==> config.mk <==
export PLATFORM = sky130hd
export DESIGN_NAME = ddr_cmd_pin_sequencer
export DESIGN_NICKNAME = d
export VERILOG_FILES = /design/src/rtl/ddr_cmd_pin_sequencer.sv
export SDC_FILE = /design/constraint.sdc
export NUM_CORES = 1
export LEC_CHECK = 0
export CAP_MARGIN = 0
export CORE_AREA = 5 5 131 133
export DETAILED_ROUTE_END_ITERATION = 7
export DIE_AREA = 0 0 136 138
export MAX_ROUTING_LAYER = met4
export PLACE_DENSITY_LB_ADDON = 0.05
export SLEW_MARGIN = 10
export SYNTH_ARGS = -nofsm -noshare
export SYNTH_HDL_FRONTEND = slang
export SYNTH_SLANG_ARGS = --single-unit
==> constraint.sdc <==
create_clock -name clock_n -period 3.8 [get_ports clock_n]
set_clock_uncertainty 0.05 [all_clocks]
set_input_delay 0.57 -clock clock_n [delete_from_list [all_inputs] [get_ports clock_n]]
set_output_delay 0.57 -clock clock_n [all_outputs]
set_load 0.1 [all_outputs]
==> src/rtl/ddr_cmd_pin_sequencer.sv <==
// DDR4 command/address pin sequencer.
// Abstract commands are queued in a small FIFO. The head is encoded onto the
// CA pins once the command-gap and CAS-to-CAS down-counters have reached zero.
// Every cycle with no issue drives deselect (DES).
module ddr_cmd_pin_sequencer #(
   parameter int ROW_WIDTH   = 14,
   parameter int COL_WIDTH   = 10,
   parameter int BG_WIDTH    = 2,
   parameter int BA_WIDTH    = 2,
   parameter int FIFO_DEPTH  = 4,
   parameter int MIN_CMD_GAP = 1,
   parameter int TCCD        = 4,
   parameter int PAR_EN      = 1
) (
   input  logic                 clock_n,
   input  logic                 reset,
   input  logic                 cmd_valid,
   output logic                 cmd_ready,
   input  logic [2:0]           cmd_op,
   input  logic [BG_WIDTH-1:0]  cmd_bg,
   input  logic [BA_WIDTH-1:0]  cmd_ba,
   input  logic [ROW_WIDTH-1:0] cmd_row,
   input  logic [COL_WIDTH-1:0] cmd_col,
   input  logic                 cmd_ap,
   input  logic                 cmd_bc_n,
   output logic                 cs_n,
   output logic                 act_n,
   output logic                 ras_n_a16,
   output logic                 cas_n_a15,
   output logic                 we_n_a14,
   output logic                 addr17,
   output logic                 addr13,
   output logic                 bc_n_a12,
   output logic                 addr11,
   output logic                 ap_a10,
   output logic [9:0]           addr9_0,
   output logic [BG_WIDTH-1:0]  bg_addr,
   output logic [BA_WIDTH-1:0]  ba_addr,
   output logic                 par,
   output logic                 issued_valid,
   output logic [2:0]           issued_op,
   output logic                 op_err
);

   localparam int PTR_W = (FIFO_DEPTH > 1) ? $clog2(FIFO_DEPTH) : 1;
   localparam int CNT_W = PTR_W + 1;
   localparam int GAP_W = $clog2(MIN_CMD_GAP + 1);
   localparam int CAS_W = $clog2(TCCD + 1);

   localparam logic [2:0] OP_NOP = 3'd0;
   localparam logic [2:0] OP_ACT = 3'd1;
   localparam logic [2:0] OP_RD  = 3'd2;
   localparam logic [2:0] OP_WR  = 3'd3;
   localparam logic [2:0] OP_PRE = 3'd4;
   localparam logic [2:0] OP_REF = 3'd5;
   localparam logic [2:0] OP_MRS = 3'd6;
   localparam logic [2:0] OP_RSV = 3'd7;

   typedef struct packed {
      logic [2:0]           op;
      logic [BG_WIDTH-1:0]  bg;
      logic [BA_WIDTH-1:0]  ba;
      logic [ROW_WIDTH-1:0] row;
      logic [COL_WIDTH-1:0] col;
      logic                 ap;
      logic                 bc_n;
   } entry_t;

   entry_t               mem_q [FIFO_DEPTH];
   entry_t               mem_d [FIFO_DEPTH];
   logic [PTR_W-1:0]     wr_ptr_q, wr_ptr_d;
   logic [PTR_W-1:0]     rd_ptr_q, rd_ptr_d;
   logic [CNT_W-1:0]     count_q, count_d;
   logic [GAP_W-1:0]     gap_cnt_q, gap_cnt_d;
   logic [CAS_W-1:0]     cas_cnt_q, cas_cnt_d;

   logic                 cs_n_q, cs_n_d;
   logic                 act_n_q, act_n_d;
   logic [17:0]          addr_q, addr_d;
   logic [BG_WIDTH-1:0]  bg_q, bg_d;
   logic [BA_WIDTH-1:0]  ba_q, ba_d;
   logic                 par_q, par_d;
   logic                 issued_valid_q, issued_valid_d;
   logic [2:0]           issued_op_q, issued_op_d;
   logic                 op_err_q, op_err_d;

   entry_t               in_entry;
   entry_t               head;
   logic                 xfer;
   logic                 push;
   logic                 fifo_empty;
   logic                 head_avail;
   logic                 head_is_cas;
   logic                 issue;
   logic                 enc_act_n;
   logic [17:0]          enc_addr;

   // Handshake, bypass head selection and the issue decision.
   always_comb begin
      cmd_ready   = !reset && (count_q < CNT_W'(FIFO_DEPTH));
      xfer        = cmd_valid && cmd_ready;
      in_entry    = '{op: cmd_op, bg: cmd_bg, ba: cmd_ba, row: cmd_row,
                      col: cmd_col, ap: cmd_ap, bc_n: cmd_bc_n};
      push        = xfer && (cmd_op != OP_RSV);
      fifo_empty  = (count_q == '0);
      // An empty queue lets a command being pushed this edge issue directly.
      head        = fifo_empty ? in_entry : mem_q[rd_ptr_q];
      head_avail  = !fifo_empty || push;
      head_is_cas = (head.op == OP_RD) || (head.op == OP_WR);
      issue       = head_avail && (gap_cnt_q == '0) &&
                    (!head_is_cas || (cas_cnt_q == '0));
   end

   // Encode the head command onto act_n and A17..A0 (A16..A14 double as ras/cas/we).
   always_comb begin
      enc_act_n = 1'b1;
      enc_addr  = '0;
      unique case (head.op)
         OP_ACT: begin
            enc_act_n = 1'b0;
            enc_addr  = 18'(head.row);
         end
         OP_RD, OP_WR: begin
            enc_addr[16]  = 1'b1;
            enc_addr[15]  = 1'b0;
            enc_addr[14]  = (head.op == OP_RD);
            enc_addr[12]  = head.bc_n;
            enc_addr[10]  = head.ap;
            enc_addr[9:0] = head.col[9:0];
         end
         OP_PRE: begin
            enc_addr[16:14] = 3'b010;
            enc_addr[10]    = head.ap;
         end
         OP_REF: begin
            enc_addr[16:14] = 3'b001;
         end
         OP_MRS: begin
            enc_addr[16:14] = 3'b000;
            enc_addr[13:0]  = head.row[13:0];
         end
         default: begin
            // NOP; reserved ops never reach the queue.
            enc_addr[16:14] = 3'b111;
         end
      endcase
   end

   // Next-state for queue, spacing counters and the pin register.
   always_comb begin
      mem_d    = mem_q;
      wr_ptr_d = wr_ptr_q;
      rd_ptr_d = rd_ptr_q;
      count_d  = count_q;

      if (push) begin
         mem_d[wr_ptr_q] = in_entry;
         wr_ptr_d        = wr_ptr_q + PTR_W'(1);
      end
      if (issue) begin
         rd_ptr_d = rd_ptr_q + PTR_W'(1);
      end
      unique case ({push, issue})
         2'b10:   count_d = count_q + CNT_W'(1);
         2'b01:   count_d = count_q - CNT_W'(1);
         default: count_d = count_q;
      endcase

      gap_cnt_d = (gap_cnt_q != '0) ? gap_cnt_q - GAP_W'(1) : gap_cnt_q;
      cas_cnt_d = (cas_cnt_q != '0) ? cas_cnt_q - CAS_W'(1) : cas_cnt_q;
      if (issue) begin
         gap_cnt_d = GAP_W'(MIN_CMD_GAP - 1);
         if (head_is_cas) begin
            cas_cnt_d = CAS_W'(TCCD - 1);
         end
      end

      cs_n_d         = 1'b1;
      act_n_d        = 1'b1;
      addr_d         = '1;
      bg_d           = '1;
      ba_d           = '1;
      par_d          = 1'b0;
      issued_valid_d = 1'b0;
      issued_op_d    = 3'd0;
      if (issue) begin
         cs_n_d         = 1'b0;
         act_n_d        = enc_act_n;
         addr_d         = enc_addr;
         bg_d           = head.bg;
         ba_d           = head.ba;
         par_d          = (PAR_EN != 0) ? ^{enc_act_n, enc_addr, head.bg, head.ba} : 1'b0;
         issued_valid_d = 1'b1;
         issued_op_d    = head.op;
      end

      op_err_d = xfer && (cmd_op == OP_RSV);
   end

   // Queue storage; contents need no reset because count gates every read.
   always_ff @(posedge clock_n) begin
      mem_q <= mem_d;
   end

   // Control state and pin register; reset flushes the queue and drives DES.
   always_ff @(posedge clock_n) begin
      if (reset) begin
         wr_ptr_q       <= '0;
         rd_ptr_q       <= '0;
         count_q        <= '0;
         gap_cnt_q      <= '0;
         cas_cnt_q      <= '0;
         cs_n_q         <= 1'b1;
         act_n_q        <= 1'b1;
         addr_q         <= '1;
         bg_q           <= '1;
         ba_q           <= '1;
         par_q          <= 1'b0;
         issued_valid_q <= 1'b0;
         issued_op_q    <= 3'd0;
         op_err_q       <= 1'b0;
      end else begin
         wr_ptr_q       <= wr_ptr_d;
         rd_ptr_q       <= rd_ptr_d;
         count_q        <= count_d;
         gap_cnt_q      <= gap_cnt_d;
         cas_cnt_q      <= cas_cnt_d;
         cs_n_q         <= cs_n_d;
         act_n_q        <= act_n_d;
         addr_q         <= addr_d;
         bg_q           <= bg_d;
         ba_q           <= ba_d;
         par_q          <= par_d;
         issued_valid_q <= issued_valid_d;
         issued_op_q    <= issued_op_d;
         op_err_q       <= op_err_d;
      end
   end

   assign cs_n         = cs_n_q;
   assign act_n        = act_n_q;
   assign ras_n_a16    = addr_q[16];
   assign cas_n_a15    = addr_q[15];
   assign we_n_a14     = addr_q[14];
   assign addr17       = addr_q[17];
   assign addr13       = addr_q[13];
   assign bc_n_a12     = addr_q[12];
   assign addr11       = addr_q[11];
   assign ap_a10       = addr_q[10];
   assign addr9_0      = addr_q[9:0];
   assign bg_addr      = bg_q;
   assign ba_addr      = ba_q;
   assign par          = par_q;
   assign issued_valid = issued_valid_q;
   assign issued_op    = issued_op_q;
   assign op_err       = op_err_q;

endmodule

# Yosys cells after proc, flatten, opt, wreduce, memory -nomap -nowiden
# Index checks and enable logic that the tools add are counted.
# word_totals
ff_bits	173
latchBits	0
ramBits	0
mem_bits_ro	0
input_bits	36
output_inout_bits	31
wordCells	111
n_memories	0
# op_classes
n_addsub	6
n_mul	0
div	0
magnitude_cmp	4
eq_ne	10
n_shift	0
muxes	21
bitwise	4
n_reduce_logical	23
# ops
op	count
$bwmux W132	1
$mux W33	4
$bmux W33 S2	1
$demux W33 S2	1
$reduce_xor A23 Y1	1
$pmux W10 S2	1
$mux W18	1
$eq A3 B3 Y1 const B	4
$pmux W3 S4	1
$mux W3	3
$logic_and A1 B1 Y1	7
$eq A3 B2 Y1 const B	2
$ge A3 B3 Y1 const B	2
$logic_not A3 Y1	2
$not A2 Y3	2
$pmux W3 S2	1
$reduce_or A2 Y1	3
$reduce_or A3 Y1	2
$sub A3 B1 Y3 const B	2
$mux W1	5
$add A2 B1 Y2 const B	2
$pmux W1 S2	2
$add A3 B1 Y3 const B	1
$eq A3 B1 Y1 const B	1
other kinds (11)	16

# Longest topological paths before layout
# logic_depth
word_depth	12
mapped_depth	12
mapped_depth_nobuf	10

# Worst setup path before layout
# OpenSTA, ideal clock, no wires.
# synth_path
path_kind	input to register
from	input reset
to	register count_q[2]
setup_ps	71
arrival_time_ps	4207
t_required_ps	3679
path_slack_ps	-528
path_stages	11
path_buffers	1
cell_sequence	nor2_1 > and3_1 > clkbuf_1 > inv_1 > a221oi_1 > ha_1 > inv_1 > fa_1 > xor2_1 > or3_1 > a21oi_1
# synth_via
elab_chain_cells	9
word_cells_on_any_way	11
cone_classes	eq/ne (2); mux (1); reduce/logical (8)
# synth_rtl
item	line_no	source
from (decl)	16	input logic reset,
$logic_not A1 Y1 *	100	cmd_ready = !reset && (count_q < CNT_W'(FIFO_DEPTH));
$logic_and A1 B1 Y1 *	100	
$logic_and A1 B1 Y1 *	101	xfer = cmd_valid && cmd_ready;
$logic_and A1 B1 Y1 *	104	push = xfer && (cmd_op != OP_RSV);
$logic_or A1 B1 Y1 *	108	head_avail = !fifo_empty || push;
$logic_and A1 B1 Y1 * (2 in series)	110	issue = head_avail && (gap_cnt_q == '0) &&
net issue	94	logic issue;
$eq A2 B1 Y1 or $eq A2 B2 Y1 (tied branches)	163	unique case ({push, issue})
$pmux W3 S2 or $reduce_bool A2 Y1 (tied branches)	-	
to (signal assigned)	225	count_q <= count_d;
to (decl)	73	logic [CNT_W-1:0] count_q, count_d;
# The timed path passes the listed nets; every way through them passes the cells marked *.
# A chain may end at the register's enable or synchronous reset.

# Worst setup path in the final report
# layout_path
from	register count_q[2]
to	register par_q, in the netlist par
# layout_via
elab_chain_cells	9
word_cells_on_any_way	32
cone_classes	order compare (1); eq/ne (6); mux (8); bitwise (1); reduce/logical (16)
# layout_rtl
item	line_no	source
parallel branches: the longest is 9 deep, another holds $mux W33	-	
to (signal assigned)	233	par_q <= par_d;
to (decl)	82	logic par_q, par_d;
# Parallel ways; which one is timed is not known.

==> reports/qor.yml <==
placement:
  port_buffers: 66
  hpwl_mm: 9.50
  gp_congestion: 0.768
  pre_cts_slack_ns: 0.345
layout:
  final_core_utilization_pct: 54.1
  drive_above_1_share_pct: 16.7
  nets: 541
  diodes: 0
  fillers: 1318
  syn2layout_area_growth_pct: 21.8
sta:
  clock.fmax_mhz: 299
  rsz0062_at_grt: "false"
  fin_ws_ns: 0.457
  fin_crit_sh_pct: 88.0
  whs_ns: 0.451
  slew-limit-headroom_pct: 33.5
  fin_crit_ns: 3.34
  worst_pin_slew_ns: 0.994
  hold_viol: 0
  finalSetupTns_ns: 0
  setup_violations: 0
  maxSlewViolCount: 0
synth:
  synth_area_per_cell_um2: 16.8
  netlist_area_um2: 6980
  postSynthCellCount: 415
  seq_area_frac_synth_pct: 68.3
  synthDominantCellAreaShare_pct: 56.8
  synth.most_common_cell: "edfxtp_1"
  synth_nets: 459
  ys_ff_latch: 172
  synth.top_cells.by_count: "edfxtp_1 (132), dfxtp_1 (40), mux2i_1 (32)"
  async_reset_ff_share_pct: 0
  synth_top_area_cell: "edfxtp_1"
  synth_ff_type: "edfxtp_1"
  ys_types: 44
  yosys_warnings: 0
  netlist_top_cells_area: "edfxtp_1 (57%), dfxtp_1 (11%), mux4_2 (8.1%)"
  synth-edff-count: 132
flow_run:
  cap_violations: 0
die:
  fp.dieW_um: 136
  die_area_um2: 18800
  die_y_um: 138
  io_pins: 67
  core_um2: 15700
  row_count: 46
  start_util_pct: 44.4
power:
  power_leakage_nw: 2.86
  vdd_ir_drop_max_uv: 492
  power_mw: 7.28
  p_per_area_nw_per_um2: 857
setup_path:
  path_max_fanout: 16
  endpoint_kind: "register"
  crit_arrival_ns: 3.65
  critPathMaxStageDelay_ns: 0.66
  crit_required_ns: 4.11
  path_cells: "or3_2, buf_4, mux2i_1, nor4_1, nor3_1, xnor2_1, xnor3_1, xnor2_1, xnor3_1, nor2_1"
  critPathTopFamily: "simple AND/OR/NAND/NOR gates"
  path_class: "reg2reg"
  cp_num_buf_inv: 1
  start_kind: "register"
  crit_slowest_cell: "or3_2"
routing:
  routed-via-count: 3757
  final_antenna_net_count: 0
  drt-pass1-iter-count: 4
  post-route-drc-count: 0
  first_iter_violations: 168
  wl_per_cell_um: 20.0
  drt-total-wl_mm: 14.5
  viasPerCell: 5.17
global_routing:
  antenna_found_initial: 0
  track_usage_pct: 16.6
  grt_pass1_wl_mm: 22.5
  grt_pass1_vias: 3904
  overflow: 0
  grt_max_degree: 34
clocking:
  path_clk_slew_ns: 0.06
  cts_sinks: 172
  cts_resized: 0
  cts_max_path_buffers: 2
  cts-root-buf: "clkbuf_16"
  tritoncts: "yes"
  clkLatencyLatePin_ns: 0.42
  postCtsSetupBuffers: 0
  holdBufCountCts: 0
  cts_buffers: 17
  h-tree-depth: 4
outcome:
  status: "finished, final reports clean"
worst_hold_path:
  hold_path_class: "reg2reg"
[metal layers]
metal,up-vias,routed length (µm),global-route usage [%]
li1,1757,-,-
met1,1915,6620,21.9
met2,76,7220,25.8
met3,9,511,3.74
met4,0,140,5.25
met5,-,0,-
[area by class of cell]
type                            instances  area (µm²)  share of cell area (%)
Timing Repair Buffer                   84         793                    9.34
Multi-Input combinational cell        213        2080                    24.4
Sequential cell                       172        4770                    56.1
Clock buffer                           27         524                    6.17
Tap cell                              216         270                    3.18
Inverter                                9        33.8                   0.398
Clock inverter                          5        31.3                   0.368
[path summary, 6_finish.rpt]
path,from,endpoint,slack [ns],cells after the start
setup / recovery,count_q[2]$_SDFFE_PP0P_,par$_SDFF_PP0_,0.46,10
setup reg to reg,count_q[2]$_SDFFE_PP0P_,par$_SDFF_PP0_,0.46,10
hold / removal,wr_ptr_q[1]$_SDFFE_PP0P_,wr_ptr_q[1]$_SDFFE_PP0P_,0.45,2
hold reg to reg,wr_ptr_q[1]$_SDFFE_PP0P_,wr_ptr_q[1]$_SDFFE_PP0P_,0.45,2
[report_power, final]
group	leakage [nW]	internal, mW	total, mW	switching [mW]
Combinational	1.07	1.50	3.40	1.90
Clock	0.273	0.945	1.61	0.666
Sequential	1.52	2.19	2.27	0.0783
Total	2.86	4.64	7.28	2.64
[state kept, by name (all words and copies together) (netlist names)]
name / cells
mem_q: 132
addr_q: 17
cas_cnt_q: 3
count_q: 3
issued_op: 3
ba_addr: 2
bg_addr: 2
rd_ptr_q: 2
wr_ptr_q: 2
act_n: 1
cs_n: 1
gap_cnt_q: 1
issued_valid: 1
op_err: 1
par: 1
[cells by family after synthesis]
group	share of synthesized area, %
DFF	68.3
xor gates and xnor gates	3.10
buffers and inverters	2.08
AOI/OAI and AO/OA	3.21
muxes	16.4
other	0.0538
adders and majority gates	1.54
and+or+nand+nor	5.31
[worst min-delay path, cell delays in order (launching register included)]
cell,delay (ns)
dfxtp_1,0.34
nand2_1,0.06
a21oi_1,0.05
[metrics by stage]
stage	area [µm²]	cells
global route	8490	726
CTS	8490	726
floorplan	6980	415
finish	8490	726
global placement	7940	694
detailed placement	7940	694
[cells in the final DEF (no fill, tap or decap), drive strengths merged, types with 4 or more instances in the layout]
master / count
a21oi: 11
and2: 6
buf: 19
clkbuf: 27
clkdlybuf4s50: 65
dfxtp: 40
edfxtp: 132
ha: 7
inv: 10
mux2: 5
mux2i: 34
mux4: 31
nand2: 30
nand3: 4
nor2: 21
nor3: 5
nor4: 4
o21ai: 9
o22a: 5
o22ai: 6
or3: 4
xnor2: 12
xor2: 5
No activity file was read; power rests on OpenSTA's default activity.
